`config.mk`:
```
export PLATFORM = sky130hd
export DESIGN_NAME = wb_reg_file
export DESIGN_NICKNAME = d
export VERILOG_FILES = /design/src/rtl/wb_reg_file.sv
export SDC_FILE = /design/constraint.sdc
export NUM_CORES = 2
export LEC_CHECK = 0
export CAP_MARGIN = 20
export CORE_MARGIN = 4
export CORE_UTILIZATION = 52
export CTS_CLUSTER_SIZE = 8
export DETAILED_ROUTE_END_ITERATION = 10
export GPL_TIMING_DRIVEN = 0
export PLACE_DENSITY = 0.71
export SLEW_MARGIN = 0
export SYNTH_ARGS = -nofsm -noshare
export SYNTH_HDL_FRONTEND = slang
export SYNTH_SLANG_ARGS = --single-unit
export TNS_END_PERCENT = 1
```
`constraint.sdc`:
```
create_clock -name clk -period 45.4 [get_ports clk]
set_clock_uncertainty 0.2 [all_clocks]
set_input_delay 9.08 -clock clk [delete_from_list [all_inputs] [get_ports clk]]
set_output_delay 9.08 -clock clk [all_outputs]
set_load 0.01 [all_outputs]
```
`src/rtl/wb_reg_file.sv`:
```
// Y86-64 architectural register file with halt latch and retire counter.
// Optional write-through read bypass: define REGFILE_BYPASS_EN.
module wb_reg_file #(
    parameter logic [63:0] RSP_INIT = 64'd0,
    parameter int          CNT_W    = 32
) (
    input  logic             clk,
    input  logic             reset,
    input  logic [1:0]       W_stat,
    input  logic [3:0]       W_icode,
    input  logic [3:0]       W_dstE,
    input  logic [63:0]      W_valE,
    input  logic [3:0]       W_dstM,
    input  logic [63:0]      W_valM,
    input  logic [3:0]       d_srcA,
    input  logic [3:0]       d_srcB,
    output logic [63:0]      d_rvalA,
    output logic [63:0]      d_rvalB,
    input  logic [3:0]       dbg_sel,
    output logic [63:0]      dbg_val,
    output logic             halted,
    output logic [1:0]       halt_stat,
    output logic [CNT_W-1:0] instr_count
);

    localparam logic [3:0] RNONE  = 4'hF;
    localparam logic [3:0] I_NOP  = 4'd1;
    localparam logic [1:0] S_AOK  = 2'd0;

    logic [63:0] regs [0:14];
    logic        wr_ok;
    logic        wr_e;
    logic        wr_m;

    assign wr_ok = (W_stat == S_AOK) && !halted;
    // On an E/M address collision the M value wins (popq %rsp).
    assign wr_m  = wr_ok && (W_dstM != RNONE);
    assign wr_e  = wr_ok && (W_dstE != RNONE) && (W_dstE != W_dstM);

    function automatic logic [63:0] rd(input logic [3:0] a);
        logic [63:0] v;
        v = (a == RNONE) ? 64'd0 : regs[a];
`ifdef REGFILE_BYPASS_EN
        if (wr_ok && a != RNONE) begin
            if (a == W_dstE) v = W_valE;
            if (a == W_dstM) v = W_valM;
        end
`endif
        return v;
    endfunction

    assign d_rvalA = rd(d_srcA);
    assign d_rvalB = rd(d_srcB);
    assign dbg_val = rd(dbg_sel);

    always_ff @(posedge clk or posedge reset) begin
        if (reset) begin
            for (int i = 0; i < 15; i++) begin
                regs[i] <= (i == 4) ? RSP_INIT : 64'd0;
            end
        end else begin
            if (wr_e) regs[W_dstE] <= W_valE;
            if (wr_m) regs[W_dstM] <= W_valM;
        end
    end

    always_ff @(posedge clk or posedge reset) begin
        if (reset) begin
            halted    <= 1'b0;
            halt_stat <= 2'd0;
        end else if (!halted && W_stat != S_AOK) begin
            halted    <= 1'b1;
            halt_stat <= W_stat;
        end
    end

    always_ff @(posedge clk or posedge reset) begin
        if (reset) begin
            instr_count <= '0;
        end else if (wr_ok && W_icode != I_NOP) begin
            instr_count <= instr_count + 1'b1;
        end
    end

endmodule

```
[After elaboration in Yosys (flattened, before gate mapping)]
Cells that the tools add are included.
Cells by class
  add/subtract/negate cells: 1
  equal/unequal tests: 7
  bitwise logic cells: 5
  reduce and logical (&&, ||, !) cells: 11
  order comparisons: 7
  multiplexer cells: 20
Operator list (count)
  $bwmux 960: 2
  $mux 960: 2
  $bmux 64 s4: 3
  $mux 64: 11
  $demux 64 s4: 2
  $add 32x1->32 const B: 1
  $ge 5x5->1 const B: 5
  $not 4->5: 5
  $eq 4x4->1 const B: 3
  $lt 5x1->1 const B: 2
  $logic_and 1x1->1: 8
  $ne 4x4->1 const B: 2
  $ne 4x1->1 const B: 1
  $ne 4x4->1: 1
  $logic_not 2->1: 1
  $reduce_bool 2->1: 1
  $logic_not 1->1: 1
Storage, ports and cells
  output and inout port bits: 227
  word-level logic and storage cells: 69
  bits of input ports: 156
  register bits: 995

[Depth between registers and ports, before layout]
  depth after elaboration: 9
  mapped depth: 11
  depth with buffers taken out: 7

[Worst setup path before layout]
OpenSTA, ideal clock, no wires.
  path kind: in2out
  start: input d_srcA[1]
  end: output d_rvalA[61]
  cell stages on the path: 7
  arrival time: 10.768 ns
  path slack: 25.352 ns
  data required time: 36.120 ns
  buffers on the path: 4
  cell sequence: buf_2 clkbuf_1 buf_2 buf_2 mux2_2 a221oi_1 a21oi_1
Between the ends
  word-level cells in the longest chain between the ends: 5
RTL lines
  from (decl): line 15  | input logic [3:0] d_srcA,
  $not 4->5 (implied by the code): line 42  | v = (a == RNONE) ? 64'd0 : regs[a];
  $bmux 64 s4: line 42
  $mux 64 (implied by the code) (2 in a row): line 42
  $mux 64 (*): line 42
  to (decl): line 17  | output logic [63:0] d_rvalA,
Every way passes the cells marked *; elsewhere a longest branch is shown, timed or not. The select of a mux whose other input is x is not followed.

[Final worst setup path]
  start: input d_srcB[1]
  end: output d_rvalB[45]
Between the ends
  word-level cells in the longest chain between the ends: 5
RTL lines
  from (decl): line 16  | input logic [3:0] d_srcB,
  $not 4->5 (implied by the code): line 42
  $bmux 64 s4: line 42
  $mux 64 (implied by the code) (2 in a row): line 42
  $mux 64 (*): line 42
  to (decl): line 18  | output logic [63:0] d_rvalB,
Marked as above.

==> impl_metrics.ini <==
[die]
initial_core_util_pct = 52.40
fp.dieW_um = 369.5
ioPinCount = 383
core_region_area_sq_mm = 0.1296
die-area_sq_mm = 0.1365
row_count = 132
die_h_um = 369.5

[timing]
worst_slew_pin_slew_ns = 1.375
fmax_ghz = 0.04192
slew_viol_final = 0
setup_viol = 0
fin_crit_sh_pct = 52.54
rsz0062_at_grt = no
setup_ws_ns = 21.55
hold_viol = 0
slew_headroom_pct = 8.361
fin_crit_ns = 23.85

[layout]
syn2layout_area_growth_pct = 16.31
layout-drive-gt1-share_pct = 14.43
fillCellCount = 10962
finalNonFillerCells = 9446
nets = 7786
design_area_sq_mm = 0.07902
seq_area_sq_mm = 0.02490
multi_input_area_sq_mm = 0.03918

[route]
drc = 0
ant_nets = 0
drt_pre_antenna_iters = 8
vias_per_cell = 7.419
wl_per_cell_um = 35.30
wl_um = 333400
num_vias = 70081
drt_iter0_markers = 12201

[clock_network]
ctsLongestPathBuffers = 3
tritoncts = done
post_cts_buffers = 0
clock_sinks = 995
ctsResizeCount = 0
cts-root-buf = clkbuf_16
clk_pin_slew_ns = 0.05
clk_latency_ns = 0.79
htree_levels = 4
holdBufCountCts = 0
cts_buffers = 144

[setup_path]
cp.arrival_ns = 14.57
crit_path_end_kind = output pin
path_max_fanout = 11
crit_path_start_kind = input port
crit_path_start = d_srcB[1]
r2r-start = halted
critPathKind = input port to output pin
required_ns = 36.12

[place]
post-place-ws_ns = 22.23
place_area_sq_mm = 0.07477
dp_hpwl_um = 249100
dp_cells = 9215
place_congestion = 1.058
port_buffers = 372

[grt]
grt_pass1_wl_um = 471900
track_usage_pct = 47.55
antenna_found_initial = 27
grt_max_degree = 126
grt_overflow_total = 0
grt_pass1_vias = 66893

[synth]
synth_seq_cells = 995
netlist_area_sq_mm = 0.06794
synth.avg_cell_area_sq_um = 9.624
yosys.cell_types.count = 42
synthesis.nets = 7216
yosysSeqAreaShare_pct = 36.65
synth_cells = 7059
yosys_warnings = 0
ys.flop_type = dfrtp_1
synthArstFlopShare_pct = 100.0
synth-edff-count = 0

[worst_hold_path]
holdCritPathClass = flip-flop to flip-flop
hold_path.startpoint = instr_count[27]

[outcome]
outcome = complete, no violations

[power_and_ir_drop]
cellPowerDensity_mw_per_mm2 = 28.82
ir_drop_uv = 37.45
p_leak_uw = 0.03233

[flow_run]
maxCapViolations = 0
-- cell families (layout without fill, tap and decap cells) --
family / Yosys count / in the layout / synth area share, %
compound gates: 2560 / 2560 / 24.75
simple gates: 1679 / 1679 / 10.74
flops: 995 / 995 / 36.65
mux: 961 / 961 / 21.59
buf+inv: 828 / 1426 / 5.805
xor+xnor: 35 / 35 / 0.4512
fa+ha+maj: 1 / 1 / 0.01841
other cells: 0 / 47 / 0
-- critical path: stages --
cell and delay, ns:
buf_2 0.32, clkbuf_1 1.04, buf_2 0.87, buf_2 0.86, buf_2 0.47, mux2i_1 0.27, o22ai_1 0.14, a221oi_1 0.54
a21oi_1 0.34, clkdlybuf4s50_1 0.59
-- through the flow --
| stage | hold slack [ns] | power, uW | TNS, ns | utilization (%) |
|---|---|---|---|---|
| 2_1_floorplan | 0.3039 | 1102 | 0 | - |
| 3_3_place_gp | 0.2604 | 1234 | -4529.73 | 56.95 |
| 3_5_place_dp | 0.2748 | 1244 | 0 | 57.67 |
| 4_1_cts | 0.2882 | 2253 | 0 | 60.76 |
| 5_1_grt | 0.3062 | 2314 | 0 | 60.89 |
| 6_report | 0.2836 | 2278 | 0 | 60.95 |
-- layout make-up --
type	instances	share of cell area, %
diodes	47	0.1488
plain buffers	826	5.010
clock buffers	170	5.018
clock inverters	4	0.03959
inverters	2	0.01900
multi-input cells	5236	49.59
flip-flops and latches	995	31.51
well taps	1742	2.758
repair buffers	424	5.906
-- flip-flops by register name, indices dropped and copies added (netlist names) --
signal / flops
halted: 1
halt_stat: 2
regs: 960
instr_count: 32
-- cells in the mapped netlist (15+ instances only) --
cell      count  area [sq um]
a211oi_1    192          1441
a21oi_1    1024          5125
a221oi_1    320          2803
a22oi_1     832          6246
buf_1        44         165.2
buf_2       181         905.9
buf_6        75         844.6
clkbuf_1    513          1926
dfrtp_1     995         24900
mux2_2      193          2173
mux2i_1     384          3844
mux4_2      384          8648
nand2_1      30         112.6
nand2b_1     77         481.7
nor2_1     1296          4865
nor2b_1     194          1214
o22ai_1     192          1201
or4_1        15         112.6
xnor2_1      17         148.9
xor2_1       18         157.7
-- cell usage in the layout (no fill, tap or decap), types with 193 or more instances in the layout --
master,n
nor2b_1,194
a21oi_1,1024
clkdlybuf4s50_1,372
a22oi_1,832
clkbuf_1,511
mux2i_1,384
nor2_1,1293
a221oi_1,320
mux4_2,384
mux2_2,193
dfrtp_1,995
-- path summary, 6_finish.rpt --
kind                                   end  slack, ns  cells after the start
max                            d_rvalB[45]      21.55                     10
min                        instr_count[27]       0.28                      1
max reg2reg                      regs[637]      41.47                      6
min reg2reg                instr_count[27]       0.28                      1
max in group asynchronous        regs[363]      33.81                      7
min in group asynchronous           halted       8.52                      2
-- metal layers --
metal | track usage, % | wire length [um] | up-vias
met1 | 57.95 | 114900 | 34344
li1 | - | - | 28118
met3 | 23.30 | 54560 | 1384
met2 | 65.26 | 135000 | 6213
met5 | 0.4986 | 369 | -
met4 | 33.86 | 28590 | 22
-- report_power, final --
| part | switching [uW] | internal, uW | leakage (uW) |
|---|---|---|---|
| Clock | 429 | 603 | 0.00196 |
| Sequential | 23.0 | 907 | 0.0138 |
| Combinational | 201 | 115 | 0.0166 |
Note: power is estimated with default switching activity, not from simulation.
